--- config.mk ---
export PLATFORM = sky130hd
export DESIGN_NAME = instr_fetch_unit
export DESIGN_NICKNAME = d
export VERILOG_FILES = /design/src/rtl/instr_fetch_unit.sv
export SDC_FILE = /design/constraint.sdc
export NUM_CORES = 1
export LEC_CHECK = 0
export ABC_AREA = 1
export CAP_MARGIN = 25
export CORE_MARGIN = 3
export CORE_UTILIZATION = 40
export CTS_CLUSTER_DIAMETER = 100
export DETAILED_ROUTE_END_ITERATION = 16
export HOLD_SLACK_MARGIN = 0.12
export PLACE_DENSITY = 0.7
export SLEW_MARGIN = 25
export SYNTH_ARGS = -nofsm -noshare
export SYNTH_HDL_FRONTEND = slang
export SYNTH_SLANG_ARGS = --single-unit
--- constraint.sdc ---
create_clock -name clk -period 3.8 [get_ports clk]
set_input_delay 0.95 -clock clk [delete_from_list [all_inputs] [get_ports clk]]
set_output_delay 0.95 -clock clk [all_outputs]
set_load 0.05 [all_outputs]
--- src/rtl/instr_fetch_unit.sv ---
// rtl/instr_fetch_unit.sv - sequential PC fetch front end with credit-limited prefetch FIFO and redirect flush
module instr_fetch_unit #(
    parameter logic [31:0] PC_RESET   = 32'h0000_1000,
    parameter int          FIFO_DEPTH = 4
) (
    input  logic        clk,
    input  logic        reset,
    output logic        imem_req_valid,
    input  logic        imem_req_ready,
    output logic [31:0] imem_addr,
    input  logic        imem_rsp_valid,
    input  logic [31:0] imem_rsp_data,
    output logic        instr_valid,
    input  logic        instr_ready,
    output logic [31:0] instr,
    output logic [31:0] instr_pc,
    input  logic        redirect_valid,
    input  logic [31:0] redirect_pc
);
    localparam int AW = $clog2(FIFO_DEPTH);
    localparam int CW = AW + 1;

    logic [31:0]   fetch_pc_q, fetch_pc_d;
    logic [31:0]   rsp_pc_q, rsp_pc_d;
    logic [AW-1:0] wr_ptr_q, wr_ptr_d;
    logic [AW-1:0] rd_ptr_q, rd_ptr_d;
    logic [CW-1:0] count_q, count_d;
    logic [CW-1:0] outstanding_q, outstanding_d;
    logic [CW-1:0] drop_cnt_q, drop_cnt_d;
    logic [31:0]   data_q [FIFO_DEPTH];
    logic [31:0]   pc_q   [FIFO_DEPTH];
    logic [CW:0]   credit_used;
    logic          req_fire;
    logic          push;
    logic          pop;

    // Buffered entries plus in-flight requests never exceed the FIFO size.
    assign credit_used    = {1'b0, count_q} + {1'b0, outstanding_q};
    assign imem_req_valid = reset && (credit_used < (CW+1)'(FIFO_DEPTH)) && !redirect_valid;
    assign imem_addr      = fetch_pc_q;
    assign instr_valid    = (count_q != '0) && !redirect_valid;
    assign instr          = data_q[rd_ptr_q];
    assign instr_pc       = pc_q[rd_ptr_q];

    assign req_fire = imem_req_valid && imem_req_ready;
    assign pop      = instr_valid && instr_ready;
    assign push     = imem_rsp_valid && (drop_cnt_q == '0) && !redirect_valid;

    always_comb begin
        fetch_pc_d    = fetch_pc_q;
        rsp_pc_d      = rsp_pc_q;
        wr_ptr_d      = wr_ptr_q;
        rd_ptr_d      = rd_ptr_q;
        count_d       = count_q;
        drop_cnt_d    = drop_cnt_q;
        outstanding_d = outstanding_q + CW'(req_fire) - CW'(imem_rsp_valid);
        if (redirect_valid) begin
            fetch_pc_d = {redirect_pc[31:2], 2'b00};
            rsp_pc_d   = {redirect_pc[31:2], 2'b00};
            wr_ptr_d   = '0;
            rd_ptr_d   = '0;
            count_d    = '0;
            // outstanding already includes responses still owed to earlier redirects,
            // so every request left in flight after this cycle becomes a drop.
            drop_cnt_d = outstanding_q - CW'(imem_rsp_valid);
        end else begin
            if (req_fire)
                fetch_pc_d = fetch_pc_q + 32'd4;
            if (imem_rsp_valid && (drop_cnt_q != '0))
                drop_cnt_d = drop_cnt_q - CW'(1);
            if (push) begin
                wr_ptr_d = wr_ptr_q + AW'(1);
                rsp_pc_d = rsp_pc_q + 32'd4;
            end
            if (pop)
                rd_ptr_d = rd_ptr_q + AW'(1);
            count_d = count_q + CW'(push) - CW'(pop);
        end
    end

    always_ff @(posedge clk or negedge reset) begin
        if (!reset) begin
            fetch_pc_q    <= PC_RESET;
            rsp_pc_q      <= PC_RESET;
            wr_ptr_q      <= '0;
            rd_ptr_q      <= '0;
            count_q       <= '0;
            outstanding_q <= '0;
            drop_cnt_q    <= '0;
            for (int i = 0; i < FIFO_DEPTH; i++) begin
                data_q[i] <= '0;
                pc_q[i]   <= '0;
            end
        end else begin
            fetch_pc_q    <= fetch_pc_d;
            rsp_pc_q      <= rsp_pc_d;
            wr_ptr_q      <= wr_ptr_d;
            rd_ptr_q      <= rd_ptr_d;
            count_q       <= count_d;
            outstanding_q <= outstanding_d;
            drop_cnt_q    <= drop_cnt_d;
            if (push) begin
                data_q[wr_ptr_q] <= imem_rsp_data;
                pc_q[wr_ptr_q]   <= rsp_pc_q;
            end
        end
    end

    push_not_full: assert property (@(posedge clk) disable iff (!reset)
        !(push && (count_q == CW'(FIFO_DEPTH))));

endmodule

After elaboration in Yosys (flattened, before gate mapping). Cells that the tools add are included.

Register bits after elaboration: 333. Bits of input ports: 70. Word-level logic and storage cells: 70.

$add $sub $neg: 11. Magnitude comparators: 4. Multiplexer cells: 21. Bitwise logic cells: 2. Reduce and logical (&&, ||, !) cells: 17.

Operator list (count): $mux 32 (9); $bwmux 128 (2); $bmux 32 s2 (2); $add 32x3->32 const B (2); $demux 32 s2 (1); $logic_and 1x1->1 (9); $mux 3 (3); $sub 3x1->3 (3); $mux 2 (4); $reduce_bool 2->1 (4); $add 3x1->3 (2); $ge 3x3->1 const B (2); $not 2->3 (2); $reduce_bool 3->1 (2); $add 2x1->2 const B (2); $add 3x3->4 (1); $lt 4x3->1 const B (1); $logic_not 3->1 (1); $lt 3x1->1 const B (1); $sub 3x1->3 const B (1); $logic_not 1->1 (1).

Logic depth before layout (Yosys ltp). Gate-level depths: netlist (run 1).

Depth in word-level cells: 7. Depth in mapped cells: 12. Depth with buffers taken out: 12.

Worst setup path after synthesis (run 1). Ideal clock, no wire load.

Kind: input port to flip-flop. Start: input redirect_valid. End: register count_q[2]. Arrival time: 3231 ps. Required time: 3676 ps. Slack: 444 ps. Cell stages on the path: 11. Path buffers: 1. Path through: buf_4 -> a21oi_1 -> nand2_1 -> inv_1 -> ha_1 -> inv_1 -> ha_1 -> inv_1 -> fa_1 -> o21ai_0 -> a21oi_1.

Word-level cells in the longest chain between the ends: 5. Elaborated cells between the ends (all ways): 7.

RTL lines: start, declared (line 17) `input logic redirect_valid,`; $logic_not 1->1 (line 41) `assign instr_valid = (count_q != '0) && !redirect_valid;`; $logic_and 1x1->1 (line 41); named net instr_valid (line 13) `output logic instr_valid,`; $logic_and 1x1->1 (line 46) `assign pop = instr_valid && instr_ready;`; $sub 3x1->3 (line 77) `count_d = count_q + CW'(push) - CW'(pop);`; $mux 3 (line 57) `if (redirect_valid) begin`; named net count_d[2] (line 27) `logic [CW-1:0] count_q, count_d;`; end signal, assigned (line 99) `count_q <= count_d;`; end, declared (line 27).

The timed path passes the listed nets, and every way through them passes these cells. A chain may end at the register's enable or synchronous reset.

Worst setup path in the final report (run 1).
Start: register rd_ptr_q[1]. End: output instr_pc[23].

Word-level cells in the longest chain between the ends: 4.

RTL lines: start, declared (line 26) `logic [AW-1:0] rd_ptr_q, rd_ptr_d;`; start signal, assigned (line 98) `rd_ptr_q <= rd_ptr_d;`; $not 2->3 (not written as such) (line 43) `assign instr_pc = pc_q[rd_ptr_q];`; $bmux 32 s2 (line 43); $mux 32 (not written as such) (2 in a row) (line 43); end, declared (line 16) `output logic [31:0] instr_pc,`.

No other way between the ends. The select of a mux whose other input is x is not followed.

==> run summary, run 1 <==
status: finished clean
die width: 205 um
EDFF count, synth: 0
CTS Root Buffer Type: clkbuf_16
Final GP Congestion: 0.885
WL per Instance: 16.5 um
Layout Nets: 2162
multi-input logic area: 0.00664 mm^2
max-slew violations: 0
CP max FO: 22
Ports: 168
Hold-fix buffers, CTS: 0
Startpoint Class: flop
Max Root-Sink Buffers: 3
critical path class: flop to primary output
Place WS: 0.491 ns
TritonCTS buffer count: 36
worst reg2reg endpoint: outstanding_q[2]
fin crit share: 86.2%
die area: 0.0421 mm^2
Max Fclk: 0.305 GHz
Syn Inst Count: 1966
number of global-route vias before repair: 13.3k
HPWL after DPL: 27900 um
Leakage: 8.81 nW
post-synthesis register bit count: 321
Worst Hold Class: input pin to asynchronous set/reset pin
unique cell type count in the Yosys netlist: 43
ant diodes: 0
CTS tree: done
synth cell count leaders: 488 x nand2_1, 384 x o21ai_0, 319 x dfrtp_1, 221 x nor2_1, 126 x inv_1
chip height: 205 um
Data arrival, critical path: 2.33 ns
Worst Reg-to-Reg Cells: 10
Worst-Skew Late Latency: 0.52 ns
drt first pass iters: 7
CTS clk-pin slew, worst paths: 0.06 ns
Via density: 5.29
Seq. cell area: 0.00804 mm^2
Starting Density: 40.7%
worst r2r src: count_q[1]
most numerous cell in the Yosys netlist: nand2_1
number of synthesis warnings: 0
Vias: 13.8k
setup slack after layout: 0.524 ns
busiest grt layer: met2
CP peak stage delay: 0.67 ns
worst-margin pin slew: 0.905 ns
pin count of the biggest net entering global routing: 132
Mapped Area: 0.0159 mm^2
Final Hold Fails: 0
first-pass GRT wire length: 70200 um
# Max-Cap Violations: 0
DRT iter0 DRCs: 1246
Worst setup EP type: primary output
GRT met2 Usage: 32.1%
synth-to-layout area growth: 18.4%
IO buf count: 161
slowest stage cell on the critical path: dfrtp_2
Placement Rows: 72
Finish-stage setup viols: 0
Final ANT Viol Nets: 0
core area: 0.0389 mm^2
worst path bufs/invs: 2
GR Util met1: 29.5%
Setup Skew: 0.0175 ns
Tmin final: 3.28 ns
residual DRC count: 0
Critical Path RT: 2.85 ns
Avg Inst Size Synth: 8.06 um^2
Final Routed Wirelength: 43100 um
R2R setup slack: 1.35 ns
GRT met3 Usage: 3.08%
delay-heaviest family, CP: flip-flops
Seq/Total Area, Yosys: 50.7%
ranking of synthesized cells by area: dfrtp_1 50%, o21ai_0 12%, nand2_1 12%, nor2_1 5.2%, inv_1 3.0%
GRT Resource Usage Total: 20.4%
RSZ-0062 raised after global routing: no
WHS: 0.248 ns
VDD IR-drop max: 0.375 mV
# clock sinks: 321
prevailing post-synth register cell: dfrtp_1
cell mode on critical path: buf_4
# resized after CTS: 0
Post-Route Setup TNS: 0 ns
pwr dens: 773 mW/mm^2
crit-path cells: buf_4 -> o21ai_0 -> o22ai_1 -> buf_4
top cell type by total area after synthesis: dfrtp_1
fraction of registers with async set/reset: 100%
setup bufs post-CTS: 0
grt ovf: 0
H-tree Lvls: 2
post-synth top area share: 50.4%
share of post-route cells with drive strength above 1: 8.52%
Fill cells: 3729
initial antenna violation count: 0
Worst slew margin: 39.6%
-- sequential cells by signal (all words and copies together) (netlist names) --
name	flops
drop_cnt_q	3
pc_q	120
data_q	128
wr_ptr_q	2
count_q	3
rsp_pc_q	30
outstanding_q	3
imem_addr	30
rd_ptr_q	2
-- worst max path at each step --
stage	start	end	slack (ns)	cells past startpoint
floorplan	redirect_valid	count_q[2]	0.44	11
global placement	imem_rsp_valid	count_q[2]	0.46	11
detailed placement	imem_rsp_valid	count_q[2]	0.49	11
CTS	rd_ptr_q[1]	instr_pc[23]	0.51	4
global route	rd_ptr_q[0]	instr[3]	0.41	5
finish	rd_ptr_q[1]	instr_pc[23]	0.52	4
-- worst reg2reg max path, cell delays in order, from the launching register on --
cell and delay, ns:
dfrtp_1 0.43, ha_1 0.31, nand3_1 0.08, nand3_1 0.08
nand3b_2 0.24, ha_1 0.29, inv_1 0.04, ha_1 0.18
fa_1 0.38, xnor2_1 0.18, xor2_1 0.18
-- kinds of logic after synthesis --
kind of cell / Yosys count / share of synthesized area (%)
adders and majority gates: 18 / 1.52
buffers and inverters: 248 / 7.52
AOI/OAI and AO/OA: 517 / 17.2
DFF: 321 / 50.7
other: 1 / 0.0237
xor gates and xnor gates: 16 / 0.884
and+or+nand+nor: 845 / 22.2
-- power breakdown --
group / total, W / leakage [nW] / switching (W) / internal, W
logic: 0.00616 / 3.98 / 0.00432 / 0.00183
clock network: 0.00355 / 0.598 / 0.00138 / 0.00216
registers: 0.00480 / 4.23 / 0.000552 / 0.00425
total: 0.0145 / 8.81 / 0.00626 / 0.00825
-- per-stage QoR --
stage	power [W]	utilization [%]	cells	instance area (um^2)
after floorplan	0.00905	-	1969	15900
after global placement	0.0109	45.1	2554	17600
after detailed placement	0.0110	45.1	2554	17600
after CTS	0.0146	48.2	2618	18800
after global routing	0.0153	48.2	2618	18800
final	0.0145	48.2	2618	18800
-- area by class of cell --
cell class,instances,share of cell area [%]
Sequential cell,321,42.8
Multi-Input combinational cell,1400,35.4
Timing Repair Buffer,183,9.23
Clock buffer,49,5.45
Tap cell,518,3.45
Inverter,132,2.65
Clock inverter,15,1.03
-- metal layers --
metal	routed length, um	share of wire (%)
met5	0	0
met1	19500	45
met2	19500	45
met4	1090	2.5
met3	2970	6.9
-- cells in the final DEF (no fill, tap or decap), types with 2 or more instances in the layout --
cell type	netlist	final
nand3b_1	5	5
inv_1	126	125
nand2_2	3	3
o211ai_1	12	12
nor2_1	221	221
buf_4	7	76
nand2_4	6	6
nand2_1	488	488
clkbuf_16	0	38
dfrtp_1	319	317
buf_12	0	9
o21ai_0	384	384
nand4_1	9	9
nor2_2	3	3
bufinv_16	0	4
conb_1	1	4
clkinv_2	0	9
nand3_2	2	2
nand3_4	2	2
xor2_1	11	11
nor2_4	5	5
clkdlybuf4s50_1	0	96
a21oi_1	31	31
ha_1	16	16
o21ai_1	15	15
nor3_2	2	2
a22oi_1	4	4
nand3_1	80	80
nor3_1	14	14
xnor2_1	5	5
inv_2	6	5
dfstp_2	2	2
a21boi_0	3	3
o22ai_1	62	62
fa_1	2	2
clkbuf_1	59	8
clkbuf_8	0	3
o31ai_1	3	3
Power figures use the tool's default switching activity.
==> inputs of run 2 (changes only) <==
--- a/config.mk
+++ b/config.mk
@@ -17,3 +17,4 @@
 export SYNTH_ARGS = -nofsm -noshare
 export SYNTH_HDL_FRONTEND = slang
 export SYNTH_SLANG_ARGS = --single-unit
+export TNS_END_PERCENT = 50
==> results of run 2 <==
The final DEF is identical to that of run 1; final timing and power are the same.
==> inputs of run 3 (changes only) <==
--- a/config.mk
+++ b/config.mk
@@ -7,12 +7,14 @@
 export LEC_CHECK = 0
 export ABC_AREA = 1
 export CAP_MARGIN = 25
+export CELL_PAD_IN_SITES_DETAIL_PLACEMENT = 0
+export CELL_PAD_IN_SITES_GLOBAL_PLACEMENT = 1
 export CORE_MARGIN = 3
 export CORE_UTILIZATION = 40
 export CTS_CLUSTER_DIAMETER = 100
 export DETAILED_ROUTE_END_ITERATION = 16
 export HOLD_SLACK_MARGIN = 0.12
-export PLACE_DENSITY = 0.7
+export PLACE_DENSITY = 0.86
 export SLEW_MARGIN = 25
 export SYNTH_ARGS = -nofsm -noshare
 export SYNTH_HDL_FRONTEND = slang
==> constraint.sdc (replaced) <==
create_clock -name clk -period 3.05 [get_ports clk]
set_input_delay 0.7625 -clock clk [delete_from_list [all_inputs] [get_ports clk]]
set_output_delay 0.7625 -clock clk [all_outputs]
set_load 0.05 [all_outputs]
==> run summary, run 3 (synthesis gave the netlist of run 1 again) <==
status: finished clean (unchanged)
Max Root-Sink Buffers: 3 (unchanged)
# clock sinks: 321 (unchanged)
share of post-route cells with drive strength above 1: 9.05% (was 8.52%)
Finish-stage setup viols: 0 (unchanged)
top flop regs: data_q x128, pc_q x120 (unchanged)
setup bufs post-CTS: 0 (unchanged)
ant diodes: 0 (unchanged)
TritonCTS buffer count: 37 (was 36)
Sw Pwr: 0.00785 W (was 0.00626 W)
initial antenna violation count: 0 (unchanged)
synth-to-layout area growth: 19.6% (was 18.4%)
Worst slew margin: 49.5% (was 39.6%)
setup slack after layout: 0.130 ns (was 0.524 ns)
Clk pwr share: 25.1% (was 24.5%)
Startpoint Class: flop (unchanged)
Placed Cells incl. Taps: 2564 (was 2554)
HPWL after DPL: 28600 um (was 27900 um)
GRT Resource Usage Total: 20.7% (was 20.4%)
VDD IR-drop max: 0.432 mV (was 0.375 mV)
pwr dens: 964 mW/mm^2 (was 773 mW/mm^2)
Hold-fix buffers, CTS: 0 (unchanged)
Post-Route Setup TNS: 0 ns (unchanged)
first-pass GRT wire length: 70700 um (was 70200 um)
Worst-Skew Late Latency: 0.53 ns (was 0.52 ns)
residual DRC count: 0 (unchanged)
Sw Share: 42.9% (was 43.1%)
H-tree Lvls: 2 (unchanged)
core area: 0.0389 mm^2 (unchanged)
die width: 205 um (unchanged)
Final GP Congestion: 0.902 (was 0.885)
IO buf count: 161 (unchanged)
number of global-route vias before repair: 13.4k (was 13.3k)
die area: 0.0421 mm^2 (unchanged)
max-slew violations: 0 (unchanged)
worst-margin pin slew: 0.758 ns (was 0.905 ns)
Ports: 168 (unchanged)
drt first pass iters: 7 (unchanged)
most common cell after layout, fill and taps aside: nand2_1 (unchanged)
dpl cell area: 0.0177 mm^2 (was 0.0176 mm^2)
Data arrival, critical path: 2.16 ns (was 2.33 ns)
fin crit share: 95.7%
Final ANT Viol Nets: 0 (unchanged)
combinational share of power: 42.3% (was 42.4%)
Seq pwr share: 32.7% (was 33.1%)
Tmin final: 2.92 ns
Leakage: 8.91 nW (was 8.81 nW)
Setup Skew: 0.0119 ns (was 0.0175 ns)
Vias: 13.7k (was 13.8k)
Internal: 0.0104 W (was 0.00825 W)
Design Area, Final: 0.0190 mm^2 (was 0.0188 mm^2)
Max Fclk: 0.343 GHz
Fill cells: 3780 (was 3729)
Largest register FFs: 128 (unchanged)
# resized after CTS: 0 (unchanged)
most frequent cells in the layout: 488 x nand2_1, 384 x o21ai_0, 317 x dfrtp_1, 221 x nor2_1, 125 x inv_1 (unchanged)
Final Instance Count excl. Fillers: 2629 (was 2618)
Worst Hold Class: input pin to asynchronous set/reset pin (unchanged)
Worst setup EP type: primary output (unchanged)
Critical Path RT: 2.29 ns (was 2.85 ns)
Place WS: 0.180 ns (was 0.491 ns)
CTS Root Buffer Type: clkbuf_16 (unchanged)
Placement Rows: 72 (unchanged)
Final Routed Wirelength: 43600 um (was 43100 um)
RSZ-0062 raised after global routing: no (unchanged)
DRT iter0 DRCs: 970 (was 1246)
# Max-Cap Violations: 0 (unchanged)
grt ovf: 0 (unchanged)
Via density: 5.20 (was 5.29)
CTS clk-pin slew, worst paths: 0.05 ns (was 0.06 ns)
critical path class: flop to primary output (unchanged)
pin count of the biggest net entering global routing: 115 (was 132)
CP max FO: 71 (was 22)
Largest Register: data_q (unchanged)
Layout Nets: 2173 (was 2162)
WL per Instance: 16.6 um (was 16.5 um)
CTS tree: done (unchanged)
Starting Density: 40.7% (unchanged)
chip height: 205 um (unchanged)
Final Hold Fails: 0 (unchanged)
-- run 3: changes by cell type in the layout (fill, tap and decap cells not counted), sizes merged --
cell           change
clkdlybuf4s50      -1
inv                +1
clkinv             -4
clkinvlp           -1
buf               +11
clkbuf             +5
-- run 3: cell type report --
type / count / area (um^2) / area share, %
multi-input cells: 1400 / 6640 / 35.0
repair buffers: 193 / 1870 / 9.85
clock inverters: 11 / 181 / 0.957
well taps: 518 / 648 / 3.42
clock buffers: 54 / 1080 / 5.70
inverters: 132 / 497 / 2.62
flip-flops and latches: 321 / 8040 / 42.4
-- run 3: final timing paths --
check,slack [ns],depth (start not counted),from,to
max in group asynchronous,1.50,3,reset,pc_q[42]
worst min-delay path,0.35,2,reset,data_q[2]
worst max-delay path,0.13,5,rd_ptr_q[0],instr_pc[13]
worst max register to register,0.60,10,count_q[1],outstanding_q[2]
worst min register to register,0.48,2,pc_q[37],pc_q[37]
min in group clk,0.48,2,pc_q[37],pc_q[37]
-- run 3: metrics by stage --
step           power, W  util, %  hold slack (ns)
2_1_floorplan    0.0113        -            0.448
3_3_place_gp     0.0137     45.5            0.460
3_5_place_dp     0.0138     45.5            0.468
4_1_cts          0.0185     48.7            0.350
5_1_grt          0.0194     48.7            0.390
6_report         0.0183     48.7            0.355
-- run 3: worst max-delay path, stage by stage (launching register included) --
cell,delay [ns]
dfrtp_4,0.50
clkinv_2,0.09
buf_12,0.29
o21ai_0,0.12
o22ai_1,0.31
buf_4,0.27
-- run 3: power groups by stage --
stage	clock network (W)	logic [W]	registers (W)
after floorplan	0	0.00518	0.00610
after global routing	0.00488	0.00836	0.00611
after global placement	0	0.00768	0.00599
after CTS	0.00470	0.00780	0.00596
final	0.00458	0.00772	0.00597
after detailed placement	0	0.00778	0.00602
-- run 3: layer usage --
metal	track usage, %	vias up	wire [um]
li1	-	6703	-
met1	29.1	6534	20400
met2	33.4	369	20000
met3	2.88	65	2140
met4	5.81	0	1050
met5	0	-	0
==> RTL edit 1: new RTL, config.mk and constraints of run 3 <==
Make the reset (`reset`) synchronous in one clocked block.
--- a/src/rtl/instr_fetch_unit.sv
+++ b/src/rtl/instr_fetch_unit.sv
@@ -79,5 +79,5 @@
     end
 
-    always_ff @(posedge clk or negedge reset) begin
+    always_ff @(posedge clk) begin
         if (!reset) begin
             fetch_pc_q    <= PC_RESET;
Function: differs if reset is asserted again (counterexample within 4 cycles, from zero or initial values and one cycle with reset low); with reset held inactive, the same outputs for 4 cycles.
==> RTL edit 1 against run 3 <==
Fmax grew 1.2%. Sequential cell count grew 2. Register-to-register slack gained 0.06 ns. Final area shrank 1.6%. Via count shrank 8.3%. Area after synthesis shrank 3.7%. Wire length shrank 3.5%. Worst setup slack gained 0.036 ns.
Power is not compared: it rests on default switching activity, and its combinational part moved more than twofold at a synthesized area within 25%.
==> RTL edit 1: results (changes against run 3) <==
| Metric | Value |
|---|---|
| Asr flop ratio synth | 0% (-100 points) |
| Tot GR Track Use | 20.2% (-0.42 points) |
| Arrival time worst endpoint | 2.12 ns (-0.04 ns) |
| Setup slack, reg-to-reg | 0.66 ns (+0.06 ns) |
| Detailed Place HPWL | 26500 um (-7.4%) |
| DR vias | 12.5k (-8.3%) |
| Synth top cells by count | nor2_1 (442), nand2_1 (304), edfxtp_1 (248) |
| Hold Slack | 0.474 ns (+0.119 ns) |
| CP max FO | 58 (-18%) |
| Initial DRC count | 1011 (+4.2%) |
| Post-synth EDFFs | 248 (+248) |
| Clock skew | 0.0182 ns (+0.00628 ns) |
| Layout cells sized above 1 | 10.1% (+1.1 points) |
| Place WS | -0.0623 ns (-0.242 ns) |
| Placed Area | 17500 um^2 (-1.2%) |
| GP Congestion | 0.901 (about the same) |
| Worst slew margin | 40.7% (-8.7 points) |
| Min-Delay Path Class | flip-flop to flip-flop |
| Status | complete, no violations |
| First-pass GRT wire length | 66000 um (-6.6%) |
| Seq/Total Area, Yosys | 58.6% (+8.0 points) |
| Vias in the first global route | 12.1k (-9.3%) |
| Leading post-synthesis cells by cell area | edfxtp_1 (49%), nor2_1 (11%), dfxtp_1 (9.8%) |
| Pin count of the biggest net entering global routing | 87 (-24%) |
| Iteration count of the initial detailed-routing pass | 6 (-1) |
-- RTL edit 1: cell count changes in the layout (fill, tap and decap cells not counted), sizes merged, moves of 38 or more --
cell	run 3	this run
dfxtp	0	75
o21ai	399	173
nand3	84	46
nor2	230	463
edfxtp	0	248
nand2	497	306
dfrtp	319	0
-- RTL edit 1: power by group --
part	switching [mW]	internal [mW]
sequential	0.143	4.98
clock	1.79	2.51
combinational	0.989	0.442
-- RTL edit 1: final timing paths --
path,startpoint,end,depth (start not counted)
setup / recovery,flip-flop,instr_pc[17],4
hold / removal,drop_cnt_q[2],drop_cnt_q[2],2
setup reg to reg,outstanding_q[1],outstanding_q[2],13
hold reg to reg,drop_cnt_q[2],drop_cnt_q[2],2
-- RTL edit 1: cell type report --
cell class	count	area (um^2)
fillers	3431	18500
multi-input cells	1184	5460
well taps	504	631
flip-flops and latches	323	8950
inverters	148	559
clock inverters	17	165
repair buffers	195	1880
clock buffers	50	1010
-- RTL edit 1: logic make-up (layout without fill, tap and decap cells) --
kind of cell             count (synthesis)  count (layout)  synth area share (%)
flip-flops                             323             323                  58.6
buffers and inverters                  238             410                  6.11
adder cells (fa/ha/maj)                 14              14                  1.25
AND/OR/NAND/NOR                        838             838                  22.0
other                                    1               4                0.0246
AO/OA/AOI/OAI                          311             311                  11.0
XOR/XNOR                                17              17                 0.976
-- RTL edit 1: what timing repair did --
action                     in CTS  in global routing
gates resized for setup         0                  1
setup buffers                   0                  0
setup endpoints to repair       0                  2
-- RTL edit 1: worst max-delay path, cell delays in order (launching register included) --
cell,delay [ns]
dfxtp_4,0.61
buf_12,0.29
o21ai_0,0.14
o22ai_1,0.29
buf_4,0.26
-- RTL edit 1: per-layer routing --
metal | vias up | routed length (um) | global-route usage [%]
met2 | 506 | 19800 | 33.7
met5 | - | 0 | 0
met4 | 0 | 738 | 4.59
met1 | 5894 | 18400 | 28.2
met3 | 55 | 3110 | 3.03
li1 | 6075 | - | -
-- RTL edit 1: through the flow --
step	instances	util, %
final	2421	50.2
after global routing	2421	50.2
after CTS	2421	50.2
after detailed placement	2354	47.1
after global placement	2354	47.1
after floorplan	1745	-
==> RTL edit 2: new RTL, flow settings as in run 3 <==
Without the edit above. Change the parameter `FIFO_DEPTH` from 4 to 8.
--- a/src/rtl/instr_fetch_unit.sv
+++ b/src/rtl/instr_fetch_unit.sv
@@ -2,5 +2,5 @@
 module instr_fetch_unit #(
     parameter logic [31:0] PC_RESET   = 32'h0000_1000,
-    parameter int          FIFO_DEPTH = 4
+    parameter int          FIFO_DEPTH = 8
 ) (
     input  logic        clk,
Behaviour: same outputs for any inputs over 4 cycles, from zero or initial values and one cycle with reset low; that may be too few to reach the edited logic, so the function may still have changed.
==> RTL edit 2 against run 3 <==
The run now ends with negative setup slack left. Register-to-register slack gained 0.11 ns. Area after synthesis grew 72%. Wire length grew 84%. Synthesized cell count grew 69%. Final area grew 77%. Global-route usage grew 1.1 points. Worst setup slack lost 0.14 ns. Total power grew 62%. Worst hold slack lost 0.17 ns. Critical path depth grew 4. Sequential share of layout area grew 0.44 points. Non-clock buffer count grew 51. Sequential cell count grew 253.
==> RTL edit 2: results (changes against run 3) <==
| Metric | Value |
|---|---|
| Arrival time worst endpoint | 2.30 ns (+0.14 ns) |
| Dpl cells | 4190 (+63%) |
| Leading post-synthesis cells by cell area | dfrtp_1 (53%), nand2_1 (13%), o21ai_0 (9.2%) |
| Final setup vio count | 4 (+4) |
| First-pass GRT wire length | 125000 um (+76%) |
| Post-layout nets | 3503 (+61%) |
| Synth top cells by count | nand2_1 (921), dfrtp_1 (572), o21ai_0 (501) |
| Leak pwr | 15.4 nW (+73%) |
| Setup WS post-layout | -0.0103 ns (-0.141 ns) |
| Critical path's slowest cell | dfrtp_4 |
| DR vias | 23.3k (+71%) |
| Number of fill cells | 6314 (+67%) |
| Clock skew | 0.0246 ns (+0.0127 ns) |
| Detailed Place HPWL | 44000 um (+54%) |
| Initial antenna violation count | 0 (unchanged) |
| Delay-heaviest family, CP | buffers and inverters |
| Fin cells | 4332 (+65%) |
| Library cells used by synthesis | 45 (+4.7%) |
| Initial DRC count | 2353 (+140%) |
| Placed Area | 30000 um^2 (+70%) |
| Clk slew on worst S/H paths | roughly 0.060 ns |
| Clk. pwr | 7.76 mW (+69%) |
| Worst Tran Pin Value | 0.947 ns (+0.189 ns) |
| Routed len/inst | 18.5 um (+12%) |
| Seq/Total Area, Yosys | 52.7% (+2.1 points) |
| Setup TNS | -0.0176 ns (-0.0176 ns) |
| I/O Buffers | 161 (unchanged) |
| Place WS | 0.159 ns (-0.0215 ns) |
| Pin count of the biggest net entering global routing | 140 (+22%) |
| Vias in the first global route | 22.3k (+67%) |
| Worst vdd ir | 0.527 mV (+22%) |
| GP Congestion | 0.860 (-4.7%) |
| P_comb | 13.0 mW (+68%) |
| CP max FO | 7 (-90%) |
| Tot GR Track Use | 21.8% (+1.1 points) |
| Clock Latency Late Sink | 0.64 ns (+0.11 ns) |
| Status | finished, violations left |
| Biggest regs | data_q (256), pc_q (240) |
| Internal Pwr Total | 18.2 mW (+75%) |
| TritonCTS buffer count | 61 (+65%) |
| Layout cells sized above 1 | 11.2% (+2.2 points) |
| Iteration count of the initial detailed-routing pass | 5 (-2) |
| Asr flop ratio synth | 100% (unchanged) |
| Gate Count Post-Synth | 3324 (+69%) |
| Net Switching | 11.4 mW (+46%) |
| Clk buf depth | 3 (unchanged) |
| Failing checks | negative setup slack |
RTL edit 2: routing by layer:
layer | GRT usage, % | vias to the layer above | wire length (um)
met5 | 0 | - | 0
met4 | 5.39 | 0 | 1630
met3 | 3.58 | 109 | 5020
met2 | 34.8 | 686 | 36900
met1 | 31.0 | 11300 | 36600
li1 | - | 11200 | -
RTL edit 2: cell type report:
cell class | instances | area (um^2) | share of cell area (%)
tap | 873 | 1090 | 3.26
multi-input combinational | 2388 | 11800 | 35.2
timing repair buffer | 244 | 3590 | 10.7
clock inverter | 26 | 345 | 1.03
sequential | 574 | 14400 | 42.9
inverter | 140 | 563 | 1.68
clock buffer | 86 | 1760 | 5.25
timing repair inverter | 1 | 16.3 | 0.0485
RTL edit 2: worst paths after layout:
kind	slack, ns	cells after the start	end	from
worst min register to register	0.48	2	data_q[181]	data_q[181]
worst min-delay path	0.19	2	pc_q[253]	reset
worst max register to register	0.71	11	count_q[1]	count_q[2]
min in group clk	0.43	2	count_q[1]	redirect_valid
worst max-delay path	-0.01	9	instr_pc[16]	rd_ptr_q[0]
max in group asynchronous	1.54	3	rd_ptr_q[1]	reset
RTL edit 2: kinds of logic after synthesis:
kind of cell / share of synthesized area [%]
other: 0.0138
XOR/XNOR: 0.997
flip-flops: 52.7
AO/OA/AOI/OAI: 17.6
buffers and inverters: 6.20
AND/OR/NAND/NOR: 21.3
adder cells (fa/ha/maj): 1.11
RTL edit 2: what timing repair did:
action / 4_1_cts / 5_1_grt
gates cloned: 10 / 12
setup buffers: 7 / 2
setup endpoints to repair: 62 / 62
gates resized for setup: 98 / 79
pin swaps: 11 / 24
